### src/rtl/piso_serializer_pkg.sv
`default_nettype none
// ============================================================================
// Package     : piso_pkg
// Description : Shared types for the PISO serializer: the frame-sequencer
//               state encoding and the bit-counter width helper.
// Ports       : none (package)
// Revision    : 1.0 - initial release
// ============================================================================
package piso_pkg;

  typedef enum logic [1:0] {
    IDLE   = 2'd0,
    SHIFT  = 2'd1,
    PARITY = 2'd2
  } state_e;

  // Counter must be able to hold the value DATA_W, hence the +1.
  function automatic int cnt_width(input int w);
    return $clog2(w + 1);
  endfunction

endpackage
`default_nettype wire

### src/rtl/piso_serializer_if.sv
`default_nettype none
// ============================================================================
// Interface   : piso_serializer_if
// Description : Parallel-word handshake plus serial frame outputs.
// Signals     : data[DATA_W] / data_valid  - word offered by the producer
//               data_ready                  - word accepted when valid&ready
//               out / latch / done          - serial bit, frame-bit strobe,
//                                             last-bit pulse
// Modports    : master - producer/consumer side (testbench or system)
//               slave  - serializer side
// Revision    : 1.0 - initial release
// ============================================================================
interface piso_serializer_if #(
  parameter int DATA_W = 16
);
  logic [DATA_W-1:0] data;
  logic              data_valid;
  logic              data_ready;
  logic              out;
  logic              latch;
  logic              done;

  modport master (
    output data, data_valid,
    input  data_ready, out, latch, done
  );

  modport slave (
    input  data, data_valid,
    output data_ready, out, latch, done
  );
endinterface
`default_nettype wire

### src/rtl/piso_serializer_bit_reorder.sv
`default_nettype none
// ============================================================================
// Module      : piso_bit_reorder
// Description : Combinational map from the parallel word to emission order.
//               Output bit [DATA_W-1] is the first bit to go out, so the
//               serializer can always shift MSB-first.
// Ports       : data      in  [DATA_W]  parallel word
//               reordered out [DATA_W]  word in emission order (MSB first)
// Revision    : 1.0 - initial release
// ============================================================================
module piso_bit_reorder #(
  parameter int DATA_W    = 16,
  parameter int BYTE_SWAP = 1,
  parameter int MSB_FIRST = 1
) (
  input  logic [DATA_W-1:0] data,
  output logic [DATA_W-1:0] reordered
);

  // k is the emission slot: slot 0 goes out first.
  for (genvar k = 0; k < DATA_W; k++) begin : g_bit
    if (BYTE_SWAP != 0) begin : g_bytes
      if (MSB_FIRST != 0) begin : g_msb
        assign reordered[DATA_W-1-k] = data[(k/8)*8 + 7 - (k%8)];
      end else begin : g_lsb
        assign reordered[DATA_W-1-k] = data[(k/8)*8 + (k%8)];
      end
    end else begin : g_word
      if (MSB_FIRST != 0) begin : g_msb
        assign reordered[DATA_W-1-k] = data[DATA_W-1-k];
      end else begin : g_lsb
        assign reordered[DATA_W-1-k] = data[k];
      end
    end
  end

endmodule
`default_nettype wire

### src/rtl/piso_serializer.sv
`default_nettype none
// ============================================================================
// Module      : piso_serializer
// Description : Parallel-in serial-out framer. Captures a word in IDLE,
//               emits DATA_W bits (optionally followed by an even-parity
//               bit) one per cycle, then returns to IDLE for one cycle.
// Ports       : clk    in   rising-edge clock
//               rst_n  in   synchronous active-low reset
//               bus    slave modport of piso_serializer_if
// Options     : PISO_SERIALIZER_PARITY_EN - append even-parity bit
// Revision    : 1.0 - initial release
// ============================================================================
module piso_serializer
  import piso_pkg::*;
#(
  parameter int DATA_W    = 16,
  parameter int BYTE_SWAP = 1,
  parameter int MSB_FIRST = 1
) (
  input  logic                 clk,
  input  logic                 rst_n,
  piso_serializer_if.slave     bus
);

  localparam int               CNT_W    = cnt_width(DATA_W);
  localparam logic [CNT_W-1:0] LAST_CNT = CNT_W'(DATA_W - 1);

  state_e              state_q, state_d;
  logic [DATA_W-1:0]   shreg_q, shreg_d;
  logic [CNT_W-1:0]    cnt_q, cnt_d;
  logic [DATA_W-1:0]   reordered;
  logic                ser_out, frame_latch, frame_done;
`ifdef PISO_SERIALIZER_PARITY_EN
  logic                parity_q, parity_d;
`endif

  piso_bit_reorder #(
    .DATA_W    (DATA_W),
    .BYTE_SWAP (BYTE_SWAP),
    .MSB_FIRST (MSB_FIRST)
  ) u_reorder (
    .data      (bus.data),
    .reordered (reordered)
  );

  always_comb begin
    state_d     = state_q;
    shreg_d     = shreg_q;
    cnt_d       = cnt_q;
    ser_out     = 1'b0;
    frame_latch = 1'b0;
    frame_done  = 1'b0;
`ifdef PISO_SERIALIZER_PARITY_EN
    parity_d    = parity_q;
`endif
    case (state_q)
      IDLE: begin
        if (bus.data_valid) begin
          shreg_d = reordered;
          cnt_d   = '0;
          state_d = SHIFT;
`ifdef PISO_SERIALIZER_PARITY_EN
          parity_d = ^bus.data;
`endif
        end
      end
      SHIFT: begin
        ser_out     = shreg_q[DATA_W-1];
        frame_latch = 1'b1;
        shreg_d     = shreg_q << 1;
        cnt_d       = cnt_q + 1'b1;
        if (cnt_q == LAST_CNT) begin
          cnt_d = '0;
`ifdef PISO_SERIALIZER_PARITY_EN
          state_d = PARITY;
`else
          frame_done = 1'b1;
          state_d    = IDLE;
`endif
        end
      end
`ifdef PISO_SERIALIZER_PARITY_EN
      PARITY: begin
        ser_out     = parity_q;
        frame_latch = 1'b1;
        frame_done  = 1'b1;
        state_d     = IDLE;
      end
`endif
      default: state_d = IDLE;
    endcase
  end

  always_ff @(posedge clk) begin
    if (!rst_n) begin
      state_q  <= IDLE;
      shreg_q  <= '0;
      cnt_q    <= '0;
`ifdef PISO_SERIALIZER_PARITY_EN
      parity_q <= 1'b0;
`endif
    end else begin
      state_q  <= state_d;
      shreg_q  <= shreg_d;
      cnt_q    <= cnt_d;
`ifdef PISO_SERIALIZER_PARITY_EN
      parity_q <= parity_d;
`endif
    end
  end

  // Ready is gated by rst_n so nothing is offered as accepted during reset.
  assign bus.data_ready = (state_q == IDLE) && rst_n;
  assign bus.out        = ser_out;
  assign bus.latch      = frame_latch;
  assign bus.done       = frame_done;

endmodule
`default_nettype wire

### src/flat_wrapper.sv
// flat-port wrapper written by rule: the top's interface ports become plain ports
module piso_serializer_flat import piso_pkg::*;
#(
  parameter int DATA_W    = 16,
  parameter int BYTE_SWAP = 1,
  parameter int MSB_FIRST = 1
)
  (clk, rst_n, bus_data, bus_data_valid, bus_data_ready, bus_out, bus_latch, bus_done);
  piso_serializer_if #(.DATA_W(DATA_W)) bus_i ();
  input  logic clk;
  input  logic rst_n;
  input wire logic [$bits(bus_i.data)-1:0] bus_data;
  input wire logic [$bits(bus_i.data_valid)-1:0] bus_data_valid;
  output wire logic [$bits(bus_i.data_ready)-1:0] bus_data_ready;
  output wire logic [$bits(bus_i.out)-1:0] bus_out;
  output wire logic [$bits(bus_i.latch)-1:0] bus_latch;
  output wire logic [$bits(bus_i.done)-1:0] bus_done;
  assign bus_i.data = bus_data;
  assign bus_i.data_valid = bus_data_valid;
  assign bus_data_ready = bus_i.data_ready;
  assign bus_out = bus_i.out;
  assign bus_latch = bus_i.latch;
  assign bus_done = bus_i.done;
  piso_serializer #(.DATA_W(DATA_W), .BYTE_SWAP(BYTE_SWAP), .MSB_FIRST(MSB_FIRST)) u_core (.clk(clk), .rst_n(rst_n), .bus(bus_i));
endmodule
### config.mk
export PLATFORM = sky130hd
export DESIGN_NAME = piso_serializer_flat
export DESIGN_NICKNAME = d
export VERILOG_FILES = /design/src/rtl/piso_serializer_pkg.sv /design/src/rtl/piso_serializer_if.sv /design/src/rtl/piso_serializer_bit_reorder.sv /design/src/rtl/piso_serializer.sv /design/src/flat_wrapper.sv
export SDC_FILE = /design/constraint.sdc
export NUM_CORES = 1
export LEC_CHECK = 0
export ABC_AREA = 1
export CAP_MARGIN = 20
export CORE_MARGIN = 4
export CORE_UTILIZATION = 25
export DETAILED_ROUTE_END_ITERATION = 8
export RECOVER_POWER = 25
export REMOVE_ABC_BUFFERS = 1
export SYNTH_ARGS = -nofsm -noshare
export SYNTH_HDL_FRONTEND = slang
export SYNTH_SLANG_ARGS = --single-unit
export TNS_END_PERCENT = 20
### constraint.sdc
create_clock -name clk -period 1.8 [get_ports clk]
set_input_delay 0.18 -clock clk [delete_from_list [all_inputs] [get_ports clk]]
set_output_delay 0.18 -clock clk [all_outputs]
set_load 0.02 [all_outputs]
# --- After elaboration in Yosys (flattened, before gate mapping) ---
# Index checks and enable logic that the tools add are counted.
# Widths: inputs -> output; s select.
word_totals:
  ff_bits: 23
  latchBits: 0
  ram_bits: 0
  romBits: 0
  in_bits: 19
  out_inout_bits: 4
  wordCells: 25
  memories: 0
op_classes:
  addsub: 1
  multipliers: 0
  div: 0
  n_lt_le_gt_ge: 0
  eq_ne: 4
  shifts: 0
  mux: 12
  n_bitwise: 0
  n_reduce_logical: 5
ops:
  columns: ["cell", "n"]
  rows:
  - ["$pmux 16 s2", 1]
  - ["$mux 16", 1]
  - ["$mux 5", 2]
  - ["$pmux 5 s2", 1]
  - ["$add 5x1->5 const B", 1]
  - ["$eq 5x4->1 const B", 1]
  - ["$mux 1", 4]
  - ["$mux 2", 2]
  - ["$pmux 2 s2", 1]
  - ["$reduce_and 2->1", 2]
  - ["$eq 2x1->1 const B", 1]
  - ["$logic_not 2->1", 1]
  - ["$ne 2x1->1 const B", 1]
  - ["$ne 2x2->1 const B", 1]
  - ["$reduce_bool 2->1", 1]
  - ["$logic_and 1x1->1", 1]

# --- Logic depth before layout (Yosys ltp) ---
# Gate-level depths: netlist of the first run.
depth:
  ltp_word: 3
  ltp_mapped: 9
  mapped_depth_nobuf: 8

# --- Hierarchy ---
# Synthesis of the first run repeated with hierarchy kept, for this count alone.
hier_totals:
  cells_unflattened: 175
  area_unflattened_um2: 1194.9
by_module_without_submodules:
  columns: ["mod", "instances", "cells_per_inst", "area_per_inst_um2", "seq_area_each_um2"]
  rows:
  - ["piso_serializer", 1, 159, 1074.8, 440.4]
  - ["piso_bit_reorder", 1, 16, 120.1, 0.0]

# --- Worst setup path before layout of the first run ---
# No wires, ideal clock.
synth_timing:
  kind: "flip-flop to output port"
  from: "register u_core.state_q[0]"
  to: "output port bus_out"
  arrival_time_ns: 1.092
  t_required_ns: 1.620
  slack_ns: 0.528
  path_stages_with_launch: 5
  n_path_buf: 2
  cell_sequence: "dfxtp_1 buf_4 clkbuf_1 nand2_1 inv_1"
synth_between:
  elab_chain_len: 2
synth_rtl:
  columns: ["element", "line", "rtl"]
  rows:
  - ["from (decl)", "piso_serializer.sv:28", "state_e state_q, state_d;"]
  - ["from (signal assigned)", "piso_serializer.sv:103", "state_q <= state_d;"]
  - ["$eq 2x1->1", "piso_serializer.sv:56", "case (state_q)"]
  - ["$mux 1", "piso_serializer.sv:56", null]
  - ["to (decl)", "flat_wrapper.sv:15", "output wire logic [$bits(bus_i.out)-1:0] bus_out;"]
# Every way passes these cells.

# --- Worst setup path after layout of the first run ---
layout_timing:
  from: "input port rst_n"
  to: "output port bus_data_ready"
layout_between:
  elab_chain_len: 1
layout_rtl:
  columns: ["element", "line", "rtl"]
  rows:
  - ["from (decl)", "flat_wrapper.sv:11", "input logic rst_n;"]
  - ["$logic_and 1x1->1", "piso_serializer.sv:113", "assign bus.data_ready = (state_q == IDLE) && rst_n;"]
  - ["to (decl)", "flat_wrapper.sv:14", "output wire logic [$bits(bus_i.data_ready)-1:0] bus_data_ready;"]
# Every way passes these cells.

==> metrics.yaml, run 1 <==
die_area_sq_mm: 0.00526
h-tree-depth: 1
die_x_microns: 72.5
hold_class: "reg2reg"
status: "finished, final reports clean"
clk_latency_ns: 0.26
highest_layer: "met4"
critPathBufInv: 3
clock-sinks: 22
synth_area_leaders: "dfxtp_1 42%, nand2_1 25%, nand3_1 8.2%, inv_1 6.9%, buf_6 2.2%"
arrival_ns: 1.49
powerDensity_mw_per_mm2: 771
max_stage_delay_ns: 0.63
layout_setup_ws_ns: 0.129
initial_core_util: 0.260
syn_inst: 158
wl_met2_microns: 1130
reg2reg_from: "u_core.state_q[0]"
dr_wl_met3_microns: 87
ctsLongestPathBuffers: 2
via_count: 978
cts-root-buf: "clkbuf_8"
cts_tree: "yes"
cp_common_cell: "clkdlybuf4s50_1"
worstMarginPinSlew_ns: 0.736
via_per_inst: 4.22
nets: 203
setup-tns-final_ns: 0
ir_drop_uv: 215
dr.pass1.iters: 4
wl_microns: 2190
layout_worst_path_cycle_share: 0.928
syn_avg_cell_area_sq_um: 6.59
setup_viol: 0
reg2reg_to: "u_core.shreg_q[15]"
cts_setup_buffers: 0
area_delta_synth_final_pct: 30.2
ys_ff_latch: 22
synth_flop_cell: "dfxtp_1"
m1WireLength_microns: 956
place_congestion: 0.878
worst-setup-path-type: "in2out"
crit_chain: "clkdlybuf4s50_1 -> inv_2 -> nor2_1 -> clkdlybuf4s50_1"
synthDistinctLibCells: 23
cpMaxStageDelayCell: "clkdlybuf4s50_1"
r2r_setup_slack_ns: 0.31
fmax_mhz: 598
cp.required_ns: 1.62
grt_pass1_vias: 883
hold_viol: 0
slew_headroom: 0.510
grt_pass1_wl_microns: 3790
coreArea_sq_mm: 0.00400
start_kind: "input pin"
critPathCaptureType: "primary output"
ios: 23
port_buffers: 22
drt_iter0_drc: 53
fin_crit_ns: 1.67
maxSlewViolCount: 0
synth_area_leader_cell: "dfxtp_1"
async_flop_share: 0
pre_cts_ws_ns: 0.112
ys_warn_count: 0
post-dp-hpwl_microns: 1580
numCtsBuffers: 3
grt_max_degree: 19
whs_endpoint: "u_core.cnt_q[4]"
crit_path_max_fanout: 2
fp.dieH_microns: 72.5
drc_errors: 0
core.rowCount: 23
final_layout_size_suffix_gt1_frac: 0.0879
grt_usage: 0.0909
fin_skew_ns: 0.00235
rsz0062_at_grt: "no"
syn_area_sq_mm: 0.00104
max_cap_violations: 0
p_leak_nw: 0.677
rr_worst_depth: 6
n_antenna_cell: 0
antenna_found_initial: 0
hp-start: "u_core.cnt_q[4]"
clkTransAtPathRegs_ns: 0.07
hold_depth: 2
cp_top_family: "buffers and inverters"
antenna_left: 0
synth-seq-area-share: 0.423
routedWlPerCell_microns: 9.46
synth_top_area_share: 0.423
gr-total-overflow: 0
synth_enable_flop_cells: 0
synthesized netlist by cell type (all sizes together) (2+ instances only):
library cell and count:
nand2 69, buf 6, nand3 17, o21ai 2, inv 23, dfxtp 22
nor2 7, a21oi 4
cells in the final DEF (no fill, tap or decap):
cell type	n
inv_1	19
dfxtp_2	1
clkbuf_2	1
inv_2	3
a21oi_1	4
nor2_2	1
a22oi_1	1
dfxtp_1	21
ha_1	1
nor2_1	6
inv_4	1
a31oi_1	1
nand3_1	17
nand2_2	1
nor3_1	1
buf_4	4
clkbuf_8	4
a211oi_1	1
o21ai_0	2
nand3b_1	1
clkdlybuf4s50_1	21
nand4_1	1
nand2_1	68
clkbuf_1	1
metal layers:
metal  up-vias  GRT usage
met5         -          0
met4         0     0.0410
met3         2     0.0139
met2        20      0.153
met1       424      0.113
li1        532          -
power by group:
part           internal [W]  switching (W)  leakage (nW)
clock network      0.000195       0.000150        0.0288
registers          0.000515      0.0000184         0.181
logic             0.0000814      0.0000865         0.468
area by class of cell:
type	count	area [sq um]
flip-flops and latches	22	442
well taps	50	62.6
repair buffers	27	249
multi-input cells	106	458
fillers	445	2650
clock buffers	4	55.1
inverters	23	88.8
sequential cells by signal (all words and copies together), names as in the netlist:
name,flops
u_core.cnt_q,5
u_core.shreg_q,16
u_core.state_q,1
per-stage QoR:
step	cell area [sq um]	power [W]	util	std cells	hold slack [ns]
after global routing	1360	0.00111	0.339	232	0.483
after CTS	1370	0.00107	0.342	232	0.469
after floorplan	992	0.000627	-	151	0.278
final	1360	0.00105	0.339	232	0.463
after detailed placement	1310	0.000718	0.328	228	0.459
after global placement	1310	0.000718	0.328	228	0.456
cells by family (layout without fill, tap and decap cells):
| family | count (synthesis) | count (layout) | synth area share |
|---|---|---|---|
| adders and majority gates | 1 | 1 | 0.0120 |
| buffers and inverters | 30 | 54 | 0.132 |
| DFF | 22 | 22 | 0.423 |
| and+or+nand+nor | 96 | 96 | 0.383 |
| AOI/OAI and AO/OA | 9 | 9 | 0.0493 |
worst min-delay path: cells and delay by family, from the launching register on:
kind            cells  cell delay, ns
flops               1            0.32
simple gates        1            0.07
compound gates      1            0.03
timing repair:
item | 4_1_cts | 5_1_grt
setup endpoints to repair | 1 | 2
pin swaps | 0 | 0
hold buffers | 0 | 0
resized for setup | 1 | 3
worst max-delay path by stage:
stage,to,slack [ns],cells after the start,startpoint
after CTS,bus_latch,0.02,2,u_core.state_q[0]
after floorplan,u_core.shreg_q[1],0.36,5,u_core.state_q[0]
after global routing,bus_latch,0.09,2,u_core.state_q[0]
after detailed placement,bus_data_ready,0.11,4,rst_n
after global placement,bus_data_ready,0.1,4,rst_n
final,bus_data_ready,0.13,4,rst_n
Note: power is estimated with default switching activity, not from simulation.
==> inputs of run 2 (changes only) <==
--- a/config.mk
+++ b/config.mk
@@ -9,6 +9,7 @@
 export CAP_MARGIN = 20
 export CORE_MARGIN = 4
 export CORE_UTILIZATION = 25
+export CTS_CLUSTER_DIAMETER = 80
 export DETAILED_ROUTE_END_ITERATION = 8
 export RECOVER_POWER = 25
 export REMOVE_ABC_BUFFERS = 1
==> results of run 2 <==
The final DEF is identical to that of run 1; final timing and power are the same.
